`src/rtl/amp_meas_pkg.sv`:
```
// rtl/amp_meas_pkg.sv - shared types and helpers for the OUT period meter
// Contents:
//   state_t    : measurement FSM states
//   meas_t     : default measurement record {ovf, period}
//   ptr_width  : FIFO pointer width for a power-of-two depth
package amp_meas_pkg;

  typedef enum logic [1:0] {
    IDLE    = 2'd0,
    ARM     = 2'd1,
    MEASURE = 2'd2
  } state_t;

  localparam int MEAS_CNT_W = 16;

  typedef struct packed {
    logic                  ovf;
    logic [MEAS_CNT_W-1:0] period;
  } meas_t;

  function automatic int ptr_width(input int depth);
    return (depth <= 2) ? 1 : $clog2(depth);
  endfunction

endpackage

```
`src/rtl/amp_meas_fifo.sv`:
```
// rtl/amp_meas_fifo.sv - synchronous measurement FIFO with a registered head
// Ports:
//   clk, rst_n : clock, asynchronous active-low reset
//   i_push     : write request (accepted when not full, or when full with a pop)
//   i_data     : record to write
//   i_pop      : remove head entry (ignored when empty)
//   o_full     : FIFO_DEPTH entries held
//   o_empty    : no entries held
//   o_head     : registered copy of the oldest entry
module amp_meas_fifo
  import amp_meas_pkg::*;
#(
  parameter type T          = meas_t,
  parameter int  FIFO_DEPTH = 4
) (
  input  logic clk,
  input  logic rst_n,
  input  logic i_push,
  input  T     i_data,
  input  logic i_pop,
  output logic o_full,
  output logic o_empty,
  output T     o_head
);

  localparam int PW = ptr_width(FIFO_DEPTH);

  T              r_mem [FIFO_DEPTH];
  logic [PW-1:0] r_rd_ptr;
  logic [PW-1:0] r_wr_ptr;
  logic [PW:0]   r_count;
  T              r_head;

  logic          w_pop;
  logic          w_push_acc;
  logic [PW-1:0] w_rd_nxt;
  T              w_head_nxt;

  assign o_empty    = (r_count == '0);
  assign o_full     = (r_count == (PW+1)'(FIFO_DEPTH));
  assign w_pop      = i_pop && !o_empty;
  // A full FIFO still takes a write when the head leaves in the same cycle.
  assign w_push_acc = i_push && (!o_full || w_pop);
  assign w_rd_nxt   = w_pop ? (r_rd_ptr + PW'(1)) : r_rd_ptr;
  // The only way the next head slot equals the write slot with a write pending
  // is an empty (or emptying) FIFO: bypass the incoming record to the head.
  assign w_head_nxt = (w_push_acc && (w_rd_nxt == r_wr_ptr)) ? i_data : r_mem[w_rd_nxt];
  assign o_head     = r_head;

  always_ff @(posedge clk) begin
    if (w_push_acc) begin
      r_mem[r_wr_ptr] <= i_data;
    end
  end

  always_ff @(posedge clk or negedge rst_n) begin
    if (!rst_n) begin
      r_rd_ptr <= '0;
      r_wr_ptr <= '0;
      r_count  <= '0;
      r_head   <= '0;
    end else begin
      if (w_push_acc) r_wr_ptr <= r_wr_ptr + PW'(1);
      r_rd_ptr <= w_rd_nxt;
      case ({w_push_acc, w_pop})
        2'b10:   r_count <= r_count + (PW+1)'(1);
        2'b01:   r_count <= r_count - (PW+1)'(1);
        default: r_count <= r_count;
      endcase
      if (w_push_acc || w_pop) r_head <= w_head_nxt;
    end
  end

endmodule

```
`src/rtl/amp_out_period_meter.sv`:
```
// rtl/amp_out_period_meter.sv - synchronise, debounce and time the amplifier OUT signal
// Ports:
//   clk, rst_n   : clock, asynchronous active-low reset
//   out_i        : comparator-digitised amplifier output (asynchronous)
//   enable       : measurement enable
//   level_o      : debounced, polarity-corrected level
//   meas_valid   : measurement FIFO non-empty
//   meas_ready   : consumer takes the head entry
//   meas_period  : head entry, clk cycles between rising edges of level_o
//   meas_ovf     : head entry saturated
//   overrun      : sticky, a measurement was dropped on a full FIFO
//   clr_overrun  : clears overrun (a simultaneous drop wins)
module amp_out_period_meter
  import amp_meas_pkg::*;
#(
  parameter int SYNC_STAGES = 2,
  parameter int DEBOUNCE    = 4,
  parameter int CNT_W       = 16,
  parameter int FIFO_DEPTH  = 4,
  parameter bit INVERT      = 1'b1
) (
  input  logic             clk,
  input  logic             rst_n,
  input  logic             out_i,
  input  logic             enable,
  output logic             level_o,
  output logic             meas_valid,
  input  logic             meas_ready,
  output logic [CNT_W-1:0] meas_period,
  output logic             meas_ovf,
  output logic             overrun,
  input  logic             clr_overrun
);

  typedef struct packed {
    logic             ovf;
    logic [CNT_W-1:0] period;
  } meas_rec_t;

  localparam int               DW      = $clog2(DEBOUNCE + 1);
  localparam logic [CNT_W-1:0] CNT_MAX = '1;

  logic [SYNC_STAGES-1:0] r_sync;
  logic [DW-1:0]          r_deb_cnt;
  logic                   r_level;
  logic                   r_level_d;
  state_t                 r_state;
  logic [CNT_W-1:0]       r_cnt;
  logic                   r_sat;
  logic                   r_overrun;

  logic      w_sync_c;
  logic      w_rise;
  logic      w_push;
  logic      w_pop;
  logic      w_full;
  logic      w_empty;
  meas_rec_t w_push_data;
  meas_rec_t w_head;

  // The filter works on the polarity-corrected value, so its state is level_o
  // itself and the reset value of 0 is also the reset value of the output.
  assign w_sync_c = r_sync[SYNC_STAGES-1] ^ INVERT;
  assign w_rise   = r_level && !r_level_d;

  always_ff @(posedge clk or negedge rst_n) begin
    if (!rst_n) begin
      r_sync    <= '0;
      r_deb_cnt <= '0;
      r_level   <= 1'b0;
      r_level_d <= 1'b0;
    end else begin
      r_sync    <= {r_sync[SYNC_STAGES-2:0], out_i};
      r_level_d <= r_level;
      if (w_sync_c == r_level) begin
        r_deb_cnt <= '0;
      end else if (r_deb_cnt == DW'(DEBOUNCE - 1)) begin
        // This differing cycle is the DEBOUNCE-th in a row.
        r_level   <= ~r_level;
        r_deb_cnt <= '0;
      end else begin
        r_deb_cnt <= r_deb_cnt + DW'(1);
      end
    end
  end

  always_ff @(posedge clk or negedge rst_n) begin
    if (!rst_n) begin
      r_state <= IDLE;
      r_cnt   <= '0;
      r_sat   <= 1'b0;
    end else if (!enable) begin
      r_state <= IDLE;
      r_cnt   <= '0;
      r_sat   <= 1'b0;
    end else begin
      case (r_state)
        IDLE: begin
          r_state <= ARM;
        end
        ARM: begin
          if (w_rise) begin
            r_cnt   <= CNT_W'(1);
            r_sat   <= 1'b0;
            r_state <= MEASURE;
          end
        end
        MEASURE: begin
          if (w_rise) begin
            r_cnt <= CNT_W'(1);
            r_sat <= 1'b0;
          end else if (r_cnt == CNT_MAX) begin
            r_sat <= 1'b1;
          end else begin
            r_cnt <= r_cnt + CNT_W'(1);
          end
        end
        default: begin
          r_state <= IDLE;
          r_cnt   <= '0;
          r_sat   <= 1'b0;
        end
      endcase
    end
  end

  assign w_push      = enable && (r_state == MEASURE) && w_rise;
  assign w_push_data = '{ovf: r_sat, period: r_cnt};
  assign w_pop       = !w_empty && meas_ready;

  amp_meas_fifo #(
    .T          (meas_rec_t),
    .FIFO_DEPTH (FIFO_DEPTH)
  ) u_fifo (
    .clk     (clk),
    .rst_n   (rst_n),
    .i_push  (w_push),
    .i_data  (w_push_data),
    .i_pop   (w_pop),
    .o_full  (w_full),
    .o_empty (w_empty),
    .o_head  (w_head)
  );

  always_ff @(posedge clk or negedge rst_n) begin
    if (!rst_n) begin
      r_overrun <= 1'b0;
    end else if (w_push && w_full && !w_pop) begin
      r_overrun <= 1'b1;
    end else if (clr_overrun) begin
      r_overrun <= 1'b0;
    end
  end

  assign level_o     = r_level;
  assign meas_valid  = !w_empty;
  assign meas_period = w_head.period;
  assign meas_ovf    = w_head.ovf;
  assign overrun     = r_overrun;

endmodule

```
`config.mk`:
```
export PLATFORM = sky130hd
export DESIGN_NAME = amp_out_period_meter
export DESIGN_NICKNAME = d
export VERILOG_FILES = /design/src/rtl/amp_meas_pkg.sv /design/src/rtl/amp_meas_fifo.sv /design/src/rtl/amp_out_period_meter.sv
export SDC_FILE = /design/constraint.sdc
export NUM_CORES = 1
export LEC_CHECK = 0
export ABC_AREA = 0
export CAP_MARGIN = 0
export CORE_MARGIN = 2
export CORE_UTILIZATION = 46
export CTS_CLUSTER_DIAMETER = 200
export DETAILED_ROUTE_END_ITERATION = 12
export PLACE_DENSITY = 0.68
export SLEW_MARGIN = 0
export SYNTH_ARGS = -nofsm -noshare
export SYNTH_HDL_FRONTEND = slang
export SYNTH_HIERARCHICAL = 1
export SYNTH_SLANG_ARGS = --single-unit
```
`constraint.sdc`:
```
create_clock -name clk -period 4.2 [get_ports clk]
set_input_delay 0.84 -clock clk [delete_from_list [all_inputs] [get_ports clk]]
set_output_delay 0.84 -clock clk [all_outputs]
set_load 0.01 [all_outputs]
```
==> results of run 1 <==
-- final timing paths --
path                       slack (ns)               from            endpoint  depth (start not counted)
hold / removal                   0.36          r_sync[0]           r_sync[1]                          0
hold reg to reg                  0.36          r_sync[0]           r_sync[1]                          0
min in group asynchronous        0.56              rst_n             overrun                          2
setup / recovery                 1.08         meas_ready    u_fifo/o_head[7]                          8
max in group asynchronous        3.15              rst_n  u_fifo/r_rd_ptr[0]                          2
setup reg to reg                 1.33  u_fifo/r_count[0]    u_fifo/o_head[7]                          8
-- critical path, cell delays in order --
cell                              delay [ns]
sky130_fd_sc_hd__clkdlybuf4s50_1        0.45
sky130_fd_sc_hd__nor2b_1                0.30
sky130_fd_sc_hd__o31a_2                 0.28
sky130_fd_sc_hd__buf_4                  0.26
sky130_fd_sc_hd__nand4_1                0.15
sky130_fd_sc_hd__a21oi_1                0.23
sky130_fd_sc_hd__a311o_1                0.63
sky130_fd_sc_hd__o221a_1                0.31
-- power groups by stage --
stage          logic [mW]  registers (mW)  clock network (mW)
2_1_floorplan        1.09            1.51                   0
3_3_place_gp         1.39            1.59                   0
3_5_place_dp         1.44            1.60                   0
4_1_cts              1.44            1.58                1.60
5_1_grt              1.59            1.61                1.66
6_report             1.44            1.58                1.57
-- synth_stat cells (13+ instances only) --
cell,number
sky130_fd_sc_hd__nor2_1,36
sky130_fd_sc_hd__o21ai_0,15
sky130_fd_sc_hd__o31ai_1,20
sky130_fd_sc_hd__nor3_1,19
sky130_fd_sc_hd__edfxtp_1,68
sky130_fd_sc_hd__nand2b_1,23
sky130_fd_sc_hd__nand3b_1,17
sky130_fd_sc_hd__or3_1,18
sky130_fd_sc_hd__dfrtp_1,51
sky130_fd_sc_hd__mux2_2,17
sky130_fd_sc_hd__a21oi_1,14
sky130_fd_sc_hd__nand2_1,18
sky130_fd_sc_hd__o221ai_1,17
sky130_fd_sc_hd__inv_1,13
sky130_fd_sc_hd__a22oi_1,17
-- state kept, by name, indices dropped and copies added, names as in the netlist --
signal	flops
u_fifo/r_mem	68
r_sat	1
r_sync	2
u_fifo/r_wr_ptr	2
u_fifo/r_count	3
r_level_d	1
r_deb_cnt	3
r_cnt	16
u_fifo/r_rd_ptr	2
r_state	2
u_fifo/o_head	17
overrun	1
level_o	1
-- area by class of cell --
type                       count  area, um^2
clock buffer                  23         478
clock inverter                 9         170
fill                        1068        5670
inverter                      15        62.6
multi-input combinational    326        2320
sequential                   119        3320
tap                          172         215
timing repair buffer          37         335
-- kinds of logic after synthesis --
| group | after synthesis | synth area share, % |
|---|---|---|
| flops | 119 | 56.4 |
| compound gates | 123 | 16.3 |
| mux | 17 | 3.25 |
| simple gates | 165 | 15.8 |
| xor+xnor | 9 | 1.34 |
| buf+inv | 49 | 4.27 |
| fa+ha+maj | 12 | 2.68 |
-- stage by stage --
| stage | worst slack (ns) | cells | utilization [%] | total power, mW | hold WS, ns |
|---|---|---|---|---|---|
| finish | 1.08 | 701 | 54.9 | 4.59 | 0.359 |
| global route | 0.922 | 701 | 54.9 | 4.85 | 0.382 |
| CTS | 1.11 | 701 | 54.9 | 4.62 | 0.365 |
| detailed placement | 0.677 | 669 | 49.7 | 3.03 | 0.342 |
| global placement | 0.793 | 669 | 49.7 | 2.98 | 0.344 |
| floorplan | 1.30 | 494 | - | 2.60 | 0.331 |
-- layer usage --
layer / share of wire [%] / wire, um
met1: 45 / 5890
met2: 49 / 6440
met3: 4.3 / 560
met4: 1.3 / 171
met5: 0 / 0
==> impl_summary.md, run 1 <==
Clock network
The total number of H-tree levels is 4. The count of hold-fix buffers inserted at cts is 0. The clock reaches the later pin of the worst-skew pair after 0.41 ns. The clock net sink count is 119. The clock-pin transition on the worst setup and hold timing paths is 0.05 ns. TritonCTS built the clock tree. Buffers added to address setup during post-CTS repair amount to 0.

The maximum count of clock buffers along a single path is 2. Clock tree synthesis inserted a total of 17 buffers. The total of cells resized after clock tree synthesis is 0.

Clock tree synthesis selected as its root buffer the cell sky130_fd_sc_hd__clkbuf_16.

Floorplan
The die covers 13700 um^2. Pin placement for this block handled 26 I/O pins. The die width is 117 um. For this configuration, the core starts out at a cell density of 46.8%.

The vertical die dimension is 117 um. The core region is 12600 um^2. The cell row count is 41.

Layout
The layout overhead on the synthesized area is 17.2%. At the end of the flow, the number of nets in the layout was 534. 0 antenna diodes ended up in the layout. The top cell types in the final layout, fill and taps aside, are sky130_fd_sc_hd__edfxtp_1, sky130_fd_sc_hd__dfrtp_1, sky130_fd_sc_hd__nor2_1. Once layout is done, the placed cells without fillers occupy 6900 um^2. The most common cell after layout, fill and taps aside is sky130_fd_sc_hd__edfxtp_1. Cells with a size suffix above 1 make up 14.9% of the layout.

Drt
After detailed routing, the number of vias per cell comes to 5.83. Once detail routing completed, the nets flagged for antenna violations numbered 0. The number of DRC markers in iteration 0 is 303. The first detailed-routing pass ran for 5 iterations. In the final routed layout, each cell accounts on average for 18.6 um. The routed layout has 4089 vias. The routed design has 13100 um of wire. After detailed routing, the number of remaining DRC violations is 0.

Worst setup path
The largest fanout on the critical path is 21. The nature of the critical path endpoint is a flop. The worst endpoint data arrival time is 3.46 ns. STA puts the critical path data required time at 4.54 ns. The worst setup path is launched from a primary input. The type of the worst setup path is in2reg.

Synth
The synthesized area per cell is 11.9 um^2. The synthesis-stage register bit count is 119. The proportion of synthesized chip area in sequential cells is 56.4%. The post-synthesis cell type with the largest combined area is sky130_fd_sc_hd__edfxtp_1. The area fraction of the dominant cell type after synthesis is 34.7%. After technology mapping, the gate count stands at 494. The most used flip-flop cell after synthesis is sky130_fd_sc_hd__edfxtp_1.

The fraction of synthesis flops using an asynchronous set or reset pin is 42.9%. The number of different library cells used by synthesis comes to 59. Synthesis produced a netlist with a net count of 512. The number of enable-type register cells in the synthesized netlist is 68. After synthesis, the cell types taking the most area are sky130_fd_sc_hd__edfxtp_1, sky130_fd_sc_hd__dfrtp_1, sky130_fd_sc_hd__mux2_2. In this run the cell area of the synthesized design comes to 5890 um^2. The number of warnings reported in the yosys synthesis log is 6.

Power
The combinational share of power is 31.3%. The clock network burns 34.3% of the power. In this run, flip-flops and latches consume 34.4% of the power.

The worst-case IR drop observed on VDD is 326 uV. The switching power total is 1.42 mW. In this run switching power makes up 30.9% of total power. For this design the ratio of total power to cell area is 666 nW/um^2. The internal cell power is 3.18 mW. The leakage power summed over all cells is 2.48 nW.

Timing
The number of endpoints with negative hold slack in the final report came to 0. The part of the cycle the worst path needs is 74.2%. The clock tree skew after final layout is 0.00877 ns. The minimum clock period is 3.12 ns. Static timing analysis puts the maximum clock frequency at 321 MHz.

Setup repair after global routing left no endpoint under its margin. The accumulated negative setup slack is 0 ns. Setup violations remaining at the end of the flow were counted as 0. The max-slew violation count came to 0. The worst pin sits at a relative slew slack of 24.4%.

At the pin with the least slew margin, the transition time is 1.13 ns.

Min path
In this run the worst hold path is classified as reg2reg.

Global route
Entering global routing, the biggest net connects 74 pins. The first global-routing pass estimated 21400 um of wire. The layer flagged by global routing as most heavily used is met2. In the global route stage, met1 resource usage came out at 27.8%. The number of antenna violations at the first check in global routing came to 0.

The via count of the first global-routing pass is 4128. For this run the aggregate overflow at the end of global routing stands at 0. For met3 alone, demand over resource in global routing was 4.48%. The met2 track demand over resource in global routing is 34.3%. The total routing usage reported by global routing is 21.0%.

Place
The final HPWL from detailed placement is 8080 um. Port buffering added 25 buffers. The global placer's final weighted congestion is 0.852. The placed cell area is 6250 um^2.

Job
Max-cap violations in this run came to 0.

Status
The run finished with clean final reports.
(Power assumes the default switching activity.)
==> inputs of run 2 (changes only) <==
clock period = 3.2 ns   (was 4.2 ns; I/O delays follow)
==> run 2 against run 1 <==
Against the previous run:
- first-iteration DRC count increased by 76%
- critical path depth shrank 1
- utilization about the same
- wire length increased by 0.13%
- combinational power rose by 40%
- largest cell class unchanged
- design area barely moved
- clock-buffer cell count is 1 higher
==> impl_summary.md, run 2 (same netlist as run 1, synthesis figures left out) <==
Worst setup path
The type of the worst setup path is reg2reg (was in2reg). The required time at the endpoint of the critical path came to 3.54 ns (was 4.54 ns). The critical-path cell with the highest stage delay is sky130_fd_sc_hd__a311o_1 (unchanged). Cells along the critical path: nor3_1 -> nor2b_1 -> o31a_2 -> or3_1 -> a21oi_1 -> a311o_1 -> o221a_2 (was clkdlybuf4s50_1 -> nor2b_1 -> o31a_2 -> buf_4 -> nand4_1 -> a21oi_1 -> a311o_1 -> o221a_1). The largest fanout on the critical path is 17 (was 21).

The launching instance or port of the critical path is u_fifo/r_count[0] (was meas_ready). The combined buffer and inverter count along the critical path is 0 (was 2). The nature of the critical path endpoint is a flop (unchanged). The worst endpoint data arrival time came to 3.02 ns (was 3.46 ns). The kind of launch point of the worst setup path is a flop (was primary input). The cell class contributing the biggest share of worst-path delay is compound AO/OA/AOI/OAI gates (unchanged). The delay of the slowest cell on the worst path was 0.73 ns (was 0.63 ns).

The worst flop-to-flop path startpoint is u_fifo/r_count[0] (unchanged).

Power
The switching power share of the total is 31.8% (was 30.9%). The leakage power summed over all cells is 2.47 nW (was 2.48 nW). The worst supply voltage drop on vdd is 389 uV (was 326 uV). The switching power total came to 1.86 mW (was 1.42 mW). The portion of total power attributed to the clock network was 32.0% (was 34.3%).

The total power was 5.86 mW (was 4.59 mW). The internal cell power is 4.00 mW (was 3.18 mW). The power density normalized to cell area is 850 nW/um^2 (was 666 nW/um^2). The fraction of power consumed by sequential logic is 33.5% (was 34.4%). The combinational share of power is 34.5% (was 31.3%).

Timing
The total setup violations reported at the end of the flow is 0 (unchanged). The accumulated negative setup slack came to 0 ns (unchanged). The part of the cycle the worst path needs is 83.7%. The minimum clock period is 2.68 ns. Timing would allow up to 373 MHz. The max-slew violation count is 0 (unchanged). The worst relative slew slack came to 40.2% (was 24.4%). The slew at the pin with the worst max-slew slack was 0.897 ns (was 1.13 ns). RSZ-0062 raised after global routing: false (unchanged).

The worst hold margin is 0.130 ns (was 0.359 ns). The clock tree skew after final layout is 0.0143 ns (was 0.00877 ns). The number of endpoints with negative hold slack in the final report was 0 (unchanged).

Floorplan
The die outline area is 13700 um^2 (unchanged). The number of ports placed on the die boundary is 26 (unchanged). The vertical die dimension came to 117 um (unchanged).

The cell row count is 41 (unchanged). The starting utilization of the core area is 46.8% (unchanged). The die width is 117 um (unchanged).

The area of the core is 12600 um^2 (unchanged).

Job
The max-capacitance violation count is 0 (unchanged).

Layout
The number of flip-flops in the largest register is 68 (unchanged). The most common cell after layout, fill and taps aside was sky130_fd_sc_hd__edfxtp_1 (unchanged). The net total in the final layout is 539 (was 534).

Top library cells by usage in the layout, fill and taps aside: sky130_fd_sc_hd__edfxtp_1, sky130_fd_sc_hd__dfrtp_1, sky130_fd_sc_hd__nor2_1 (unchanged). The register with the most flip-flops is u_fifo/r_mem (unchanged). The layout overhead on the synthesized area is 17.1% (was 17.2%).

The total inserted antenna cells is 0 (unchanged). The fraction of layout cells with a size suffix above 1 is 15.7% (was 14.9%). The count of filler cells inserted in the layout is 1043 (was 1068).

Clock network
The post-CTS setup buffer count is 0 (unchanged). The clock net sink count is 119 (unchanged). The buffer type at the clock tree root was sky130_fd_sc_hd__clkbuf_16 (unchanged). The clock-pin transition on the worst setup and hold timing paths was 0.05 ns (about the same). The maximum count of clock buffers along a single path is 2 (unchanged). The clock network latency to the later pin of the worst-skew pair was 0.41 ns (about the same). The total number of H-tree levels is 4 (unchanged). The TritonCTS clock tree was built (unchanged). The count of hold-fix buffers inserted at cts came to 0 (unchanged). The total of cells resized after clock tree synthesis was 0 (unchanged). The CTS buffer count is 17 (unchanged).

Drt
The number of vias after detailed routing is 4258 (was 4089). The average vias per placed instance came to 6.03 (was 5.83). The number of DRC markers in iteration 0 was 534 (was 303). The first-pass detailed-route iteration total is 5 (unchanged). The routed wire length is 13100 um (about the same). The number of remaining DRC errors came to 0 (unchanged). The detail-routed net length per standard cell was 18.5 um (was 18.6 um). The number of nets with antenna violations after routing came to 0 (unchanged).

Global route
The total overflow reported by the global router was 0 (unchanged). The total routing usage reported by global routing is 20.3% (was 21.0%). The first-pass GRT wire length is 20700 um (was 21400 um). The pin count of the biggest net entering global routing came to 63 (was 74). The number of antenna violations at the first check in global routing is 0 (unchanged). The via count of the first global-routing pass is 4032 (was 4128).

Status
Outcome: completed (unchanged).

Min path
The path class of the lowest-slack min-delay path is in2async (was reg2reg).

Place
The global placer's final weighted congestion is 0.829 (was 0.852). The count of input and output buffers is 25 (unchanged). The final HPWL from detailed placement came to 8000 um (was 8080 um).
[run 2: area by class of cell]
class | instances | area [um^2] | share of cell area (%)
Sequential cell | 119 | 3320 | 48.1
Inverter | 15 | 62.6 | 0.907
Clock inverter | 8 | 93.8 | 1.36
Tap cell | 172 | 215 | 3.12
Clock buffer | 24 | 502 | 7.27
Multi-Input combinational cell | 326 | 2320 | 33.6
Timing Repair Buffer | 42 | 385 | 5.59
[run 2: routing by layer]
layer,vias up,global-route usage (%),wire (um)
met5,-,0,0
met4,0,8.94,323
met3,33,4.58,649
met2,155,32.1,6400
met1,2119,26.8,5710
li1,1951,-,-
[run 2: final timing paths]
check	to	slack, ns	cells after the start
worst max-delay path	u_fifo/o_head[2]	0.52	7
worst min-delay path	u_fifo/r_count[0]	0.13	1
worst max register to register	u_fifo/o_head[2]	0.52	7
max in group asynchronous	u_fifo/r_rd_ptr[0]	2.21	2
worst min register to register	r_sync[1]	0.35	0
min in group clk	r_sync[1]	0.35	0
[run 2: power groups by stage]
stage          clock network (mW)  registers (mW)  logic (mW)
5_1_grt                      1.97            1.99        2.21
4_1_cts                      1.91            1.96        2.02
6_report                     1.88            1.96        2.02
3_5_place_dp                    0            1.99        2.02
2_1_floorplan                   0            1.98        1.43
3_3_place_gp                    0            1.98        1.94
[run 2: per-stage QoR]
| stage | area (um^2) | setup slack [ns] | instances | util, % |
|---|---|---|---|---|
| finish | 6900 | 0.521 | 706 | 54.9 |
| global route | 6900 | 0.328 | 706 | 54.9 |
| CTS | 6900 | 0.508 | 706 | 54.9 |
| detailed placement | 6300 | 0.101 | 674 | 50.1 |
| global placement | 6300 | 0.167 | 674 | 50.1 |
| floorplan | 5890 | 0.500 | 494 | - |
